File: src/rtl/bcd_seq_calc.sv
// Sequential BCD add/subtract engine: one decimal digit per clock, signed
// 10's-complement subtraction, sign-magnitude result with carry/neg/error flags.
module bcd_seq_calc #(
  parameter int DIGITS = 4
) (
  input  logic                  CLOCK_50,
  input  logic                  RESET,
  input  logic                  START,
  input  logic                  MODE,
  input  logic [4*DIGITS-1:0]   A,
  input  logic [4*DIGITS-1:0]   B,
  output logic [4*DIGITS-1:0]   RESULT,
  output logic                  CARRY,
  output logic                  NEG,
  output logic                  ERR,
  output logic                  BUSY,
  output logic                  DONE
);

  localparam int IW = (DIGITS > 1) ? $clog2(DIGITS) : 1;

  typedef enum logic [1:0] {IDLE, RUN, COMP, FIN} state_t;

  state_t              state;
  state_t              state_next;
  logic [IW-1:0]       idx;
  logic [4*DIGITS-1:0] a_reg;
  logic [4*DIGITS-1:0] b_reg;
  logic                mode_reg;
  logic                carry_reg;
  logic                last_digit;
  logic                bad_digit;
  logic [3:0]          a_dig;
  logic [3:0]          b_dig;
  logic [3:0]          r_dig;
  logic [3:0]          op_x;
  logic [3:0]          op_y;
  logic [4:0]          sum;
  logic [3:0]          dig_out;
  logic                carry_out;

  assign last_digit = (idx == IW'(DIGITS - 1));

  always_comb begin
    bad_digit = 1'b0;
    for (int i = 0; i < DIGITS; i++) begin
      if (a_reg[4*i +: 4] > 4'd9 || b_reg[4*i +: 4] > 4'd9) bad_digit = 1'b1;
    end
  end

  // Shared digit adder: RUN adds A + (B or its 9's complement), COMP re-complements RESULT.
  always_comb begin
    a_dig = a_reg[{idx, 2'b00} +: 4];
    b_dig = b_reg[{idx, 2'b00} +: 4];
    r_dig = RESULT[{idx, 2'b00} +: 4];
    if (state == COMP) begin
      op_x = 4'd9 - r_dig;
      op_y = 4'd0;
    end else begin
      op_x = a_dig;
      op_y = mode_reg ? (4'd9 - b_dig) : b_dig;
    end
    sum = {1'b0, op_x} + {1'b0, op_y} + {4'b0000, carry_reg};
    if (sum > 5'd9) begin
      dig_out   = 4'(sum - 5'd10);
      carry_out = 1'b1;
    end else begin
      dig_out   = sum[3:0];
      carry_out = 1'b0;
    end
  end

  always_ff @(posedge CLOCK_50) begin
    if (RESET) state <= IDLE;
    else       state <= state_next;
  end

  always_comb begin
    state_next = state;
    case (state)
      IDLE: if (START) state_next = RUN;
      RUN: begin
        if (bad_digit)       state_next = FIN;
        else if (last_digit) state_next = (mode_reg && !carry_out) ? COMP : FIN;
      end
      COMP: if (last_digit) state_next = FIN;
      FIN:  state_next = START ? RUN : IDLE;
      default: state_next = IDLE;
    endcase
  end

  always_comb begin
    BUSY = (state == RUN) || (state == COMP);
    DONE = (state == FIN);
  end

  // No final carry in subtract mode means A < B, so the magnitude needs a second pass.
  always_ff @(posedge CLOCK_50) begin
    if (RESET) begin
      a_reg     <= '0;
      b_reg     <= '0;
      mode_reg  <= 1'b0;
      carry_reg <= 1'b0;
      idx       <= '0;
      RESULT    <= '0;
      CARRY     <= 1'b0;
      NEG       <= 1'b0;
      ERR       <= 1'b0;
    end else begin
      case (state)
        IDLE, FIN: begin
          if (START) begin
            a_reg     <= A;
            b_reg     <= B;
            mode_reg  <= MODE;
            carry_reg <= MODE;
            idx       <= '0;
            RESULT    <= '0;
            CARRY     <= 1'b0;
            NEG       <= 1'b0;
            ERR       <= 1'b0;
          end
        end
        RUN: begin
          if (bad_digit) begin
            ERR <= 1'b1;
          end else begin
            RESULT[{idx, 2'b00} +: 4] <= dig_out;
            if (last_digit) begin
              idx       <= '0;
              carry_reg <= 1'b1;
              if (!mode_reg) CARRY <= carry_out;
            end else begin
              idx       <= idx + 1'b1;
              carry_reg <= carry_out;
            end
          end
        end
        COMP: begin
          RESULT[{idx, 2'b00} +: 4] <= dig_out;
          carry_reg <= carry_out;
          if (last_digit) begin
            idx <= '0;
            NEG <= 1'b1;
          end else begin
            idx <= idx + 1'b1;
          end
        end
        default: ;
      endcase
    end
  end

endmodule
File: config.mk
export PLATFORM = sky130hd
export DESIGN_NAME = bcd_seq_calc
export DESIGN_NICKNAME = d
export VERILOG_FILES = /design/src/rtl/bcd_seq_calc.sv
export SDC_FILE = /design/constraint.sdc
export NUM_CORES = 1
export LEC_CHECK = 0
export BUFFER_PORTS_ARGS = -buffer_cell sky130_fd_sc_hd__buf_2
export CORE_MARGIN = 2
export CORE_UTILIZATION = 40
export CTS_CLUSTER_DIAMETER = 30
export DETAILED_ROUTE_END_ITERATION = 7
export PLACE_DENSITY = 0.62
export SYNTH_ARGS = -nofsm -noshare
export SYNTH_HDL_FRONTEND = slang
export SYNTH_SLANG_ARGS = --single-unit
File: constraint.sdc
create_clock -name CLOCK_50 -period 4.2 [get_ports CLOCK_50]
set_input_delay 0.42 -clock CLOCK_50 [delete_from_list [all_inputs] [get_ports CLOCK_50]]
set_output_delay 0.42 -clock CLOCK_50 [all_outputs]
set_load 0.02 [all_outputs]
==> results.md, run 1 <==
- Dividing total power by cell area gives a power density of 701 mW/mm^2.
- Of the total power, the share spent switching nets is 0.433.
- The first-pass GRT wire length is 13,100 um.
- The cell sitting at the root of the clock tree is a sky130_fd_sc_hd__clkbuf_8.
- The total global-route track usage is 0.197.
- The beginning of the worst register-to-register path is idx[1].
- The kind of start point of the critical path is a flop.
- The die boundary width is 91.7 um.
- Synthesis produced a netlist with a net count of 424.
- The residual overflow from global routing is 0.
- In this run the worst setup path terminates at RESULT[2].
- In this run the critical register-to-register path is captured at RESULT[2].
- Entering global routing, the biggest net connects 58 pins.
- The net switching power is 1.11 mW.
- For this configuration, the core starts out at a cell density of 0.420.
- The number of global-route vias before repair came to 2,716.
- Of all flip-flops after synthesis, the portion carrying an async set or reset was 0.
- In this run the worst hold path is classified as in -> reg.
- In this run the tightest slew margin relative to its limit is 0.222.
- The critical path is of the reg -> reg type.
- The number of buffers inserted by port buffering is 56.
- Synthesis inferred 57 register bits.
- After detailed routing, the average wire length per cell comes to 14.8 um.
- The diode insertion count for antenna repair is 0.
- The setup violation total in the final timing report is 0.
- The floorplan die area is 0.00841 mm^2.
- Of the total power, combinational logic draws 0.510.
- The yosys synthesis warning count is 0.
- The total standard cell area after synthesis is 0.00308 mm^2.
- The detail-routed via count per cell is 5.37.
- Across all hold checks on the routed design, the worst slack comes to 0.309 ns.
- The post-layout minimum cycle time is 3.82 ns.
- The total number of vias is 2,831.
- Setup repair after global routing left no endpoint under its margin.
- The highest clock frequency the design can meet is 262 MHz.
- The count of cell instances traversed by the critical path is 14.
- The worst register-to-register path has a setup slack of 0.38 ns.
- The worst clock skew is 0.00863 ns.
- The share of the core filled with cells in the final layout is 0.498.
- For this run, the post-layout net count is 477.
- The clock reaches the later pin of the worst-skew pair after 0.35 ns.
- TritonCTS built the clock tree.
- Power comes to 2.56 mW.
- The remaining design rule violation count is 0.
- Among all flip-flop cells after synthesis, the most frequent one is sky130_fd_sc_hd__dfxtp_1.
- The share of total power dissipated in sequential elements is 0.290.
- The count of H-tree levels built during CTS is 3.
- The violation count after the first detailed-route iteration is 207.
- The gate count of the mapped netlist is 370.
- 57 I/O pins were placed.
- The run finished with clean final reports.
- The clock passes through at most 2 buffers.
- The count of cell types in the netlist is 43.
- Once detail routing completed, the nets flagged for antenna violations numbered 0.
- For the worst setup path, the data required time is 4.44 ns.
- The launching instance or port of the critical path is idx[1].
- Across the run, the number of max-cap violations was 0.
- The number of cells in the design after placement is 511.
- The parity-gate share of the synthesized area counting xor and xnor cells is 0.0142.
- At the placement stage, the worst setup path has a slack of 0.165 ns.
- The initialized floorplan defines 31 standard-cell rows.
- The count of buffering cells on the critical path with inverters included is 2.
- Yosys mapped a number of flops with a built-in enable equal to 0.
- The total area inside the core boundary comes to 0.00733 mm^2.
- The signed area change from the synthesized netlist to the final layout is 18.8%.
- The number of clock buffers inserted by TritonCTS is 9.
- The complex-gate fraction of the synthesized area is 0.184.
- IR analysis of the VDD net gives a maximum drop of 0.265 mV.
- The largest single stage delay on the critical path is 0.55 ns.
- The cell area after layout is 0.00365 mm^2.
- The number of search-and-repair iterations in the first detailed-routing pass is 4.
- Setup slack closes at 0.379 ns.
- The clock share of power is 0.200.
- The largest fanout on the critical path is 7.
- The final max-slew violation count came to 0.
- After synthesis, the share of cell area in mux cells is 0.101.
- The total negative slack is 0 ns.
- The adder and majority gate portion of the synthesized area is 0.0781.
- The largest family of logic cells by synthesized area is simple AND/OR/NAND/NOR gates.
- The routed wire length is 7810 um.
- The signal on the critical path passes through mux4_2 > nor2_1 > a21oi_1 > fa_1 > inv_1 > fa_1 > inv_1 > ha_1 > nand2_1 > and4_1 > a21oi_2 > nor4_1 > a211o_1 > a22o_1.
- The internal power of the cells totals 1.45 mW.
- The fraction of final layout cells sized beyond drive strength 1 is 0.224.
- Leaving out filler cells and counting taps, the final layout contains 527.
- The clock edge transition at the registers on the reported setup and hold paths is 0.07 ns.
- The number of hold violations in the final report was 0.
- The routability-driven placement congestion ratio is 0.865.
- Grouping stages by cell kind, the critical path spends the most delay in adder cells.
- For this design, the slowest cell found on the critical path is sky130_fd_sc_hd__mux4_2.
- The number of buffers added to fix hold violations after cts is 0.
- Summed over all cells, the static leakage comes to 1.57 nW.
- The type of element capturing the critical path is a flop.
- Detailed placement finished with a half-perimeter wire length of 5620 um.
- The portion of the clock cycle consumed by the worst path in the final layout is 0.910.
- The total placed instance area is 0.00345 mm^2.
- The slew at the pin closest to its max-slew limit is 1.17 ns.
- The worst register-to-register path has a depth of 14.
- The cell depth of the worst hold path is 3.
- The arrival time at the worst endpoint is 4.07 ns.
- Of the synthesized area, sequential elements account for 0.371.
- Of the total synthesized cell area, the portion taken by AND, OR, NAND and NOR gates is 0.205.
- The CTS sink count is 57.
- The initial antenna violation count is 0.
- The mean area per synthesized cell is 8.31 um^2.
- The die is 91.7 um tall.
[routing by layer]
layer	global-route usage	part of all wire	wire [um]	vias to the layer above
li1	-	-	-	1401
met1	0.271	0.48	3730	1347
met2	0.302	0.45	3540	73
met3	0.0378	0.053	415	10
met4	0.0833	0.016	124	0
met5	0	0	0	-
[cells in the final DEF (no fill, tap or decap), types with 3 or more instances in the layout]
cell,instances
sky130_fd_sc_hd__o21ai_1,4
sky130_fd_sc_hd__o21ai_0,7
sky130_fd_sc_hd__clkbuf_8,10
sky130_fd_sc_hd__mux4_2,12
sky130_fd_sc_hd__nand2b_1,4
sky130_fd_sc_hd__nor2b_1,3
sky130_fd_sc_hd__nor2_1,19
sky130_fd_sc_hd__ha_1,16
sky130_fd_sc_hd__mux2i_1,4
sky130_fd_sc_hd__nand3_1,4
sky130_fd_sc_hd__xnor2_1,3
sky130_fd_sc_hd__buf_2,56
sky130_fd_sc_hd__inv_1,17
sky130_fd_sc_hd__nand2_1,97
sky130_fd_sc_hd__buf_4,6
sky130_fd_sc_hd__nor3_1,3
sky130_fd_sc_hd__a22oi_1,8
sky130_fd_sc_hd__a21oi_1,50
sky130_fd_sc_hd__dfxtp_1,56
sky130_fd_sc_hd__a22o_1,9
[logic make-up (layout without fill, tap and decap cells)]
group / count (synthesis) / after routing
simple gates: 146 / 146
fa+ha+maj: 18 / 18
compound gates: 91 / 91
mux: 16 / 16
xor+xnor: 5 / 5
buf+inv: 37 / 95
flops: 57 / 57
[cells in the mapped netlist, drive strengths merged (2+ instances only)]
| master | count | share of area |
|---|---|---|
| a211oi | 2 | 0.0049 |
| xor2 | 2 | 0.0057 |
| nor3b | 2 | 0.0049 |
| fa | 2 | 0.013 |
| ha | 16 | 0.065 |
| o21ai | 11 | 0.018 |
| nor2 | 20 | 0.024 |
| mux2i | 4 | 0.013 |
| a22o | 9 | 0.026 |
| clkbuf | 12 | 0.015 |
| nor4 | 2 | 0.0041 |
| nand3 | 4 | 0.0065 |
| dfxtp | 57 | 0.37 |
| a22oi | 8 | 0.020 |
| xnor2 | 3 | 0.0085 |
| buf | 8 | 0.011 |
| and4 | 2 | 0.0057 |
| a21oi | 51 | 0.084 |
| nor3 | 3 | 0.0049 |
| nand2 | 98 | 0.12 |
| mux4 | 12 | 0.088 |
| nor2b | 3 | 0.0061 |
| inv | 17 | 0.021 |
| nand4 | 2 | 0.0041 |
| nand2b | 4 | 0.0081 |
| a32oi | 2 | 0.0057 |
| a31oi | 2 | 0.0041 |
[worst reg2reg max path, delay by kind of cell (launching register included)]
kind / cells / cell delay (ns)
and+or+nand+nor: 4 / 0.46
DFF: 1 / 0.52
buffers and inverters: 2 / 0.22
muxes: 1 / 0.55
AOI/OAI and AO/OA: 4 / 0.91
adders and majority gates: 3 / 1.07
[worst min-delay path by stage]
stage                        start         to  slack [ns]
after floorplan           a_reg[8]   a_reg[8]        0.43
after global routing         B[13]  b_reg[13]        0.31
after CTS                    B[10]  b_reg[10]        0.30
final                        B[10]  b_reg[10]        0.31
after detailed placement  b_reg[8]   b_reg[8]        0.45
after global placement    a_reg[4]   a_reg[4]        0.46
[timing repair]
| item | 4_1_cts | 5_1_grt |
|---|---|---|
| endpoints found under the setup margin | 0 | 4 |
| gates resized for setup | 0 | 2 |
| buffers inserted | 0 | 0 |
[power by group through the flow]
| stage | clock (mW) | sequential (mW) | combinational (mW) |
|---|---|---|---|
| 3_3_place_gp | 0 | 0.752 | 1.26 |
| 5_1_grt | 0.552 | 0.758 | 1.46 |
| 2_1_floorplan | 0 | 0.734 | 0.971 |
| 3_5_place_dp | 0 | 0.753 | 1.28 |
| 6_report | 0.512 | 0.742 | 1.31 |
| 4_1_cts | 0.520 | 0.742 | 1.29 |
[layout make-up]
cell class | count | area (um^2)
clock buffers | 11 | 141
fillers | 715 | 3680
clock inverters | 5 | 55.1
flip-flops and latches | 57 | 1140
multi-input cells | 276 | 1800
well taps | 99 | 124
inverters | 17 | 63.8
repair buffers | 62 | 325
No activity file was read; power rests on OpenSTA's default activity.
==> run 2: changes to the inputs <==
--- a/config.mk
+++ b/config.mk
@@ -6,11 +6,13 @@
 export NUM_CORES = 1
 export LEC_CHECK = 0
 export BUFFER_PORTS_ARGS = -buffer_cell sky130_fd_sc_hd__buf_2
+export CELL_PAD_IN_SITES_DETAIL_PLACEMENT = 1
+export CELL_PAD_IN_SITES_GLOBAL_PLACEMENT = 2
 export CORE_MARGIN = 2
-export CORE_UTILIZATION = 40
+export CORE_UTILIZATION = 29
 export CTS_CLUSTER_DIAMETER = 30
 export DETAILED_ROUTE_END_ITERATION = 7
-export PLACE_DENSITY = 0.62
+export PLACE_DENSITY = 0.74
 export SYNTH_ARGS = -nofsm -noshare
 export SYNTH_HDL_FRONTEND = slang
 export SYNTH_SLANG_ARGS = --single-unit
==> run 2 against run 1 <==
Maximum frequency decreased by 1.8%. Final area increased by 2.7%. Sequential power hardly changed. Critical endpoint unchanged. Core utilization fell by 13 points. Die area increased by 36%. Final cell count up 7.8%. Highest routed layer unchanged. Combinational power increased by 3%. Clock power grew 11%. Routed wire length up 14%. Clock skew is 0.00088 ns higher. Register-to-register slack lost 0.07 ns.
==> results.md, run 2 (synthesis gave the netlist of run 1 again) <==
- The worst stage delay on the critical path is 0.57 ns (was 0.55 ns).
- The worst supply voltage drop on vdd was 0.197 mV (was 0.265 mV).
- The kind of start point of the critical path is a flop (unchanged).
- The first-pass GRT wire length is 15,200 um (was 13,100 um).
- The area of the core is 0.0103 mm^2 (was 0.00733 mm^2).
- The data required time of the critical path came to 4.44 ns (about the same).
- The number of search-and-repair iterations in the first detailed-routing pass is 4 (unchanged).
- The final max-slew violation count is 0 (unchanged).
- The most common library cell in the layout ignoring fill and taps is sky130_fd_sc_hd__nand2_1 (unchanged).
- The type of element capturing the critical path is a flop (unchanged).
- The largest fanout on the critical path is 7 (unchanged).
- The highest clock frequency the design can meet is 257 MHz (was 262 MHz).
- The remaining number of nets flagged by the antenna check after routing was 0 (unchanged).
- The footprint of the flip-flops and latches is 0.00114 mm^2 (about the same).
- The die boundary width is 107 um (was 91.7 um).
- The initial core utilization is 0.298 (was 0.420).
- The residual overflow from global routing is 0 (unchanged).
- The family with the most delay on the worst path is adder cells (unchanged).
- The reg2reg setup slack is 0.31 ns (was 0.38 ns).
- The worst clock skew is 0.00951 ns (was 0.00863 ns).
- The floorplan die area was 0.0114 mm^2 (was 0.00841 mm^2).
- The maximum number of buffers from clock root to sink is 2 (unchanged).
- The worst hold slack after final layout was 0.310 ns (was 0.309 ns).
- The number of hold violations in the final report is 0 (unchanged).
- The fraction of final layout cells sized beyond drive strength 1 is 0.231 (was 0.224).
- The clock insertion delay at the later pin of the skew report is 0.34 ns (was 0.35 ns).
- The post-layout minimum cycle time is 3.89 ns (was 3.82 ns).
- The number of maximum-capacitance violations came to 0 (unchanged).
- The number of clock buffers inserted by TritonCTS came to 9 (unchanged).
- The end point of the worst hold path is b_reg[13] (was b_reg[10]).
- The count of buffering cells on the critical path with inverters included is 2 (unchanged).
- The routability-driven placement congestion ratio is 0.822 (was 0.865).
- The headroom to the max-slew limit was 0.285 (was 0.222).
- The remaining design rule violation count is 0 (unchanged).
- The hold path startpoint is B[13] (was B[10]).
- The signed area change from the synthesized netlist to the final layout was 21.9% (was 18.8%).
- The number of nets in the layout is 481 (was 477).
- The y dimension of the die came to 107 um (was 91.7 um).
- The total global-route track usage is 0.169 (was 0.197).
- The highest metal layer used by the detailed router is met4 (unchanged).
- The arrival time at the worst endpoint is 4.13 ns (was 4.07 ns).
- The beginning of the worst register-to-register path is idx[0] (was idx[1]).
- The clock edge transition at the registers on the reported setup and hold paths came to 0.07 ns (about the same).
- Most frequent cells in the layout: sky130_fd_sc_hd__nand2_1, sky130_fd_sc_hd__dfxtp_1, sky130_fd_sc_hd__buf_2 (unchanged).
- The initial antenna violation count was 0 (unchanged).
- The routed length on met3 was 260 um (was 415 um).
- The type of the setup path with the least slack is reg -> reg (unchanged).
- The slew at the pin closest to its max-slew limit came to 1.07 ns (was 1.17 ns).
- The share of the core filled with cells in the final layout was 0.363 (was 0.498).
- The diode insertion count for antenna repair was 0 (unchanged).
- The total chip power is 2.66 mW (was 2.56 mW).
- The setup violation total in the final timing report is 0 (unchanged).
- The post-route met1 wirelength is 4440 um (was 3730 um).
- The number of placement rows was 37 (was 31).
- The power density over cell area came to 710 mW/mm^2 (was 701 mW/mm^2).
- The cell depth of the worst hold path is 3 (unchanged).
- The total placed instance area is 0.00352 mm^2 (was 0.00345 mm^2).
- The class of the tightest hold or removal check is in -> reg (unchanged).
- The number of filler cells placed in the layout is 1,258 (was 715).
- The routed wire length is 8900 um (was 7810 um).
- The detail-routed via count per cell came to 4.99 (was 5.37).
- The violation count after the first detailed-route iteration is 87 (was 207).
- The total negative slack came to 0 ns (unchanged).
- The length of routed met2 wiring is 4120 um (was 3540 um).
- Run status: finished, final reports clean (unchanged).
- The footprint of the multi-input gates is 0.00180 mm^2 (unchanged).
- The number of buffers inserted by port buffering was 56 (unchanged).
- Cell breakdown of the critical path: mux4_2 > xor2_1 > nand2_1 > fa_1 > inv_1 > fa_1 > inv_1 > ha_1 > nand2_1 > and4_1 > a21oi_2 > nor4_1 > a211o_1 > a22o_1 (was mux4_2 > nor2_1 > a21oi_1 > fa_1 > inv_1 > fa_1 > inv_1 > ha_1 > nand2_1 > and4_1 > a21oi_2 > nor4_1 > a211o_1 > a22o_1).
- The total number of vias is 2,833 (was 2,831).
- The cell area after layout is 0.00375 mm^2 (was 0.00365 mm^2).
- The number of global-route vias before repair is 2,976 (was 2,716).
- The count of H-tree levels built during CTS is 3 (unchanged).
- The CTS sink count is 57 (unchanged).
- The slowest cell on the critical path is sky130_fd_sc_hd__dfxtp_1 (was sky130_fd_sc_hd__mux4_2).
- The TritonCTS clock tree was done (unchanged).
- The average wire per standard cell is 15.7 um (was 14.8 um).
- The estimated wirelength of the detail-placed design is 6700 um (was 5620 um).
- The cell chosen for the clock root is sky130_fd_sc_hd__clkbuf_8 (unchanged).
- The endpoint of the worst register-to-register path is RESULT[2] (unchanged).
- The maximum number of pins on one net before global-route repair is 58 (unchanged).
- The I/O pin count came to 57 (unchanged).
- The worst reg2reg path depth is 14 (unchanged).
- The leakage power of the design is 1.60 nW (was 1.57 nW).
- RSZ-0062 raised after global routing: false (unchanged).
- The portion of the clock cycle consumed by the worst path in the final layout is 0.926 (was 0.910).
==> run 2: cell types whose count changed in the layout (fill, tap and decap cells not counted) <==
cell | previous run | this run
sky130_fd_sc_hd__buf_4 | 6 | 10
sky130_fd_sc_hd__bufinv_16 | 1 | 2
sky130_fd_sc_hd__clkbuf_1 | 1 | 0
sky130_fd_sc_hd__clkbuf_8 | 10 | 9
sky130_fd_sc_hd__clkinv_2 | 2 | 1
sky130_fd_sc_hd__clkinvlp_4 | 2 | 4
sky130_fd_sc_hd__dfxtp_1 | 56 | 57
sky130_fd_sc_hd__dfxtp_2 | 1 | 0
==> run 2: worst min-delay path, delay by kind of cell <==
kind,cells,cell delay (ns)
AO/OA/AOI/OAI,1,0.05
AND/OR/NAND/NOR,1,0.04
buffers and inverters,1,0.09
==> run 2: cell type report <==
type / count / area share
clock inverter: 7 / 0.0254
inverter: 17 / 0.0170
multi-input combinational: 276 / 0.480
timing repair buffer: 66 / 0.0948
tap: 136 / 0.0454
clock buffer: 9 / 0.0330
sequential: 57 / 0.304
==> run 2: stage by stage <==
step	instances	setup WS, ns
after floorplan	370	0.230
after global placement	552	0.336
after detailed placement	552	0.176
after CTS	568	0.176
after global routing	568	0.0220
final	568	0.310
==> run 2: worst max path at each step <==
stage / slack (ns) / endpoint / depth (start not counted) / start
floorplan: 0.23 / RESULT[5] / 15 / idx[0]
global placement: 0.34 / RESULT[5] / 14 / idx[0]
detailed placement: 0.18 / RESULT[5] / 14 / idx[0]
CTS: 0.18 / RESULT[5] / 14 / idx[0]
global route: 0.02 / RESULT[2] / 14 / idx[0]
finish: 0.31 / RESULT[2] / 14 / idx[0]
==> run 2: report_power, final <==
part	internal [mW]	switching, mW
logic	0.533	0.816
clock network	0.332	0.238
registers	0.646	0.0971
==> run 2: repair_timing <==
item / 4_1_cts / 5_1_grt
hold buffers: 0 / 0
resized for setup: 0 / 1
buffers inserted: 0 / 0
endpoints found under the setup margin: 0 / 4
endpoints found under the hold margin: 0 / 0
==> run 2: layer usage <==
| metal | up-vias | GRT usage |
|---|---|---|
| li1 | 1400 | - |
| met1 | 1379 | 0.230 |
| met2 | 45 | 0.272 |
| met3 | 9 | 0.0377 |
| met4 | 0 | 0.0445 |
| met5 | - | 0 |
==> run 3: changes to the inputs <==
--- a/config.mk
+++ b/config.mk
@@ -9,10 +9,10 @@
 export CELL_PAD_IN_SITES_DETAIL_PLACEMENT = 1
 export CELL_PAD_IN_SITES_GLOBAL_PLACEMENT = 2
 export CORE_MARGIN = 2
-export CORE_UTILIZATION = 29
+export CORE_UTILIZATION = 35
 export CTS_CLUSTER_DIAMETER = 30
 export DETAILED_ROUTE_END_ITERATION = 7
-export PLACE_DENSITY = 0.74
+export PLACE_DENSITY = 0.83
 export SYNTH_ARGS = -nofsm -noshare
 export SYNTH_HDL_FRONTEND = slang
 export SYNTH_SLANG_ARGS = --single-unit
==> constraint.sdc (replaced) <==
create_clock -name CLOCK_50 -period 4.5 [get_ports CLOCK_50]
set_input_delay 0.45 -clock CLOCK_50 [delete_from_list [all_inputs] [get_ports CLOCK_50]]
set_output_delay 0.45 -clock CLOCK_50 [all_outputs]
set_load 0.02 [all_outputs]
==> run 3 against run 2 <==
Routed wire length fell by 3.5%. Final cell count fell by 5.5%. Non-clock buffer count fell by 3. Via count rose by 0.56%.
==> results.md, run 3 (synthesis gave the netlist of run 1 again) <==
- The number of cells upsized or downsized after cts was 0 (unchanged).
- The first-pass GRT wire length is 14,600 um (was 15,200 um).
- The total global-route track usage was 0.191 (was 0.169).
- The number of maximum-capacitance violations is 0 (unchanged).
- The relative contribution of sequential cells to total power is 0.278 (was 0.279).
- The class of the tightest hold or removal check was in -> reg (unchanged).
- The worst supply voltage drop on vdd is 0.224 mV (was 0.197 mV).
- The maximum number of buffers from clock root to sink is 2 (unchanged).
- The worst clock skew is 0.0102 ns (was 0.00951 ns).
- The maximum number of pins on one net before global-route repair is 58 (unchanged).
- The number of setup buffers added after CTS is 0 (unchanged).
- The remaining number of nets flagged by the antenna check after routing is 0 (unchanged).
- The portion of the clock cycle consumed by the worst path in the final layout came to 0.879 (was 0.926).
- The power density over cell area is 676 mW/mm^2 (was 710 mW/mm^2).
- The leakage power of the design is 1.60 nW (about the same).
- Run status: finished, final reports clean (unchanged).
- The die boundary width is 97.7 um (was 107 um).
- The hold path startpoint is A[11] (was B[13]).
- The launching instance or port of the critical path is idx[0] (unchanged).
- The fraction of final layout cells sized beyond drive strength 1 was 0.226 (was 0.231).
- Cell breakdown of the critical path: mux4_2 > xor2_1 > nand2_1 > fa_1 > inv_1 > fa_1 > inv_1 > ha_1 > nand2_1 > and4_1 > a21oi_2 > nor4_1 > a211o_1 > a22o_1 (unchanged).
- The number of clock buffers inserted by TritonCTS is 9 (unchanged).
- The floorplan die area is 0.00955 mm^2 (was 0.0114 mm^2).
- The highest clock frequency the design can meet is 253 MHz (was 257 MHz).
- The diode insertion count for antenna repair came to 0 (unchanged).
- The total number of vias was 2,849 (was 2,833).
- The setup violation total in the final timing report is 0 (unchanged).
- The number of cells in the design after placement is 521 (was 552).
- The family with the most delay on the worst path is adder cells (unchanged).
- The post-layout minimum cycle time came to 3.95 ns (was 3.89 ns).
- The largest fanout on the critical path is 8 (was 7).
- The I/O pin count came to 57 (unchanged).
- The clock insertion delay at the later pin of the skew report is 0.35 ns (was 0.34 ns).
- The most common library cell in the layout ignoring fill and taps is sky130_fd_sc_hd__nand2_1 (unchanged).
- The y dimension of the die is 97.7 um (was 107 um).
- The number of global-route vias before repair came to 2,915 (was 2,976).
- The signed area change from the synthesized netlist to the final layout was 20.8% (was 21.9%).
- The area of the core is 0.00864 mm^2 (was 0.0103 mm^2).
- The internal power of the cells is 1.46 mW (was 1.51 mW).
- The initial antenna violation count was 0 (unchanged).
- The clock share of power came to 0.234 (was 0.214).
- The routed wire length is 8590 um (was 8900 um).
- The number of non-filler instances in the completed layout came to 537 (was 568).
- The arrival time at the worst endpoint is 4.19 ns (was 4.13 ns).
- The number of nets in the layout came to 478 (was 481).
- The number of filler cells placed in the layout came to 1,079 (was 1,258).
- The CTS sink count came to 57 (unchanged).
- The violation count after the first detailed-route iteration came to 133 (was 87).
- The average wire per standard cell is 16.0 um (was 15.7 um).
- The cell chosen for the clock root is sky130_fd_sc_hd__clkbuf_8 (unchanged).
- The type of the setup path with the least slack is reg -> reg (unchanged).
- The total negative slack was 0 ns (unchanged).
- The slew at the pin closest to its max-slew limit is 1.20 ns (was 1.07 ns).
- Most frequent cells in the layout: sky130_fd_sc_hd__nand2_1, sky130_fd_sc_hd__dfxtp_1, sky130_fd_sc_hd__buf_2 (unchanged).
- The data required time of the critical path is 4.73 ns (was 4.44 ns).
- The number of buffers added to fix hold violations after cts came to 0 (unchanged).
- The worst stage delay on the critical path is 0.60 ns (was 0.57 ns).
- The TritonCTS clock tree was done (unchanged).
- The remaining design rule violation count was 0 (unchanged).
- The count of H-tree levels built during CTS came to 3 (unchanged).
- The estimated wirelength of the detail-placed design is 6600 um (was 6700 um).
- The count of buffering cells on the critical path with inverters included was 2 (unchanged).
- The number of buffers inserted by port buffering is 56 (unchanged).
- The footprint of the multi-input gates was 0.00180 mm^2 (unchanged).
- The initial core utilization came to 0.356 (was 0.298).
- The worst hold slack after final layout is 0.343 ns (was 0.310 ns).
- The footprint of the flip-flops and latches is 0.00114 mm^2 (unchanged).
- The type of element capturing the critical path was a flop (unchanged).
- The portion of total power attributed to combinational logic is 0.488 (was 0.507).
- The beginning of the worst register-to-register path is idx[0] (unchanged).
- The detail-routed via count per cell was 5.31 (was 4.99).
- The net switching power is 1.06 mW (was 1.15 mW).
- The number of hold violations in the final report is 0 (unchanged).
- The final max-slew violation count is 0 (unchanged).
- The slowest cell on the critical path is sky130_fd_sc_hd__dfxtp_1 (unchanged).
- The residual overflow from global routing came to 0 (unchanged).
- The number of search-and-repair iterations in the first detailed-routing pass came to 4 (unchanged).
- The headroom to the max-slew limit is 0.199 (was 0.285).
- The switching power share of the total is 0.420 (was 0.432).
- The number of placement rows is 34 (was 37).
- The kind of start point of the critical path is a flop (unchanged).
- RSZ-0062 raised after global routing: false (unchanged).
- The routability-driven placement congestion ratio was 0.879 (was 0.822).
- The clock edge transition at the registers on the reported setup and hold paths is 0.07 ns (about the same).
-- run 3: final timing paths --
check | end | slack [ns] | cells after the start
setup reg to reg | RESULT[2] | 0.55 | 14
setup / recovery | RESULT[2] | 0.55 | 14
hold / removal | a_reg[11] | 0.34 | 3
hold reg to reg | a_reg[0] | 0.46 | 2
-- run 3: power by group through the flow --
| stage | Sequential, mW | Clock, mW | Combinational [mW] |
|---|---|---|---|
| after floorplan | 0.685 | 0 | 0.906 |
| after global placement | 0.709 | 0 | 1.18 |
| after detailed placement | 0.713 | 0 | 1.21 |
| after CTS | 0.702 | 0.598 | 1.22 |
| after global routing | 0.716 | 0.621 | 1.39 |
| final | 0.699 | 0.587 | 1.22 |
-- run 3: cell type report --
class,instances,area share
Clock buffer,9,0.0333
Clock inverter,7,0.0320
Inverter,17,0.0172
Multi-Input combinational cell,276,0.485
Sequential cell,57,0.307
Tap cell,108,0.0364
Timing Repair Buffer,63,0.0896
-- run 3: per-layer routing --
metal | wire length [um] | up-vias | GRT usage
met3 | 322 | 13 | 0.0458
met2 | 4290 | 58 | 0.328
met4 | 187 | 0 | 0.0652
met5 | 0 | - | 0
li1 | - | 1391 | -
met1 | 3790 | 1387 | 0.235
-- run 3: metrics by stage --
| step | power, mW | worst slack (ns) | util | area (um^2) |
|---|---|---|---|---|
| final | 2.51 | 0.545 | 0.430 | 3720 |
| after global routing | 2.72 | 0.193 | 0.430 | 3720 |
| after CTS | 2.52 | 0.390 | 0.430 | 3710 |
| after detailed placement | 1.93 | 0.418 | 0.401 | 3470 |
| after global placement | 1.89 | 0.584 | 0.401 | 3470 |
| after floorplan | 1.59 | 0.530 | - | 3080 |
-- run 3: tightest hold or removal path: cells and delay by family --
kind            cells  cell delay [ns]
compound gates      1             0.05
simple gates        1             0.04
buf+inv             1             0.10
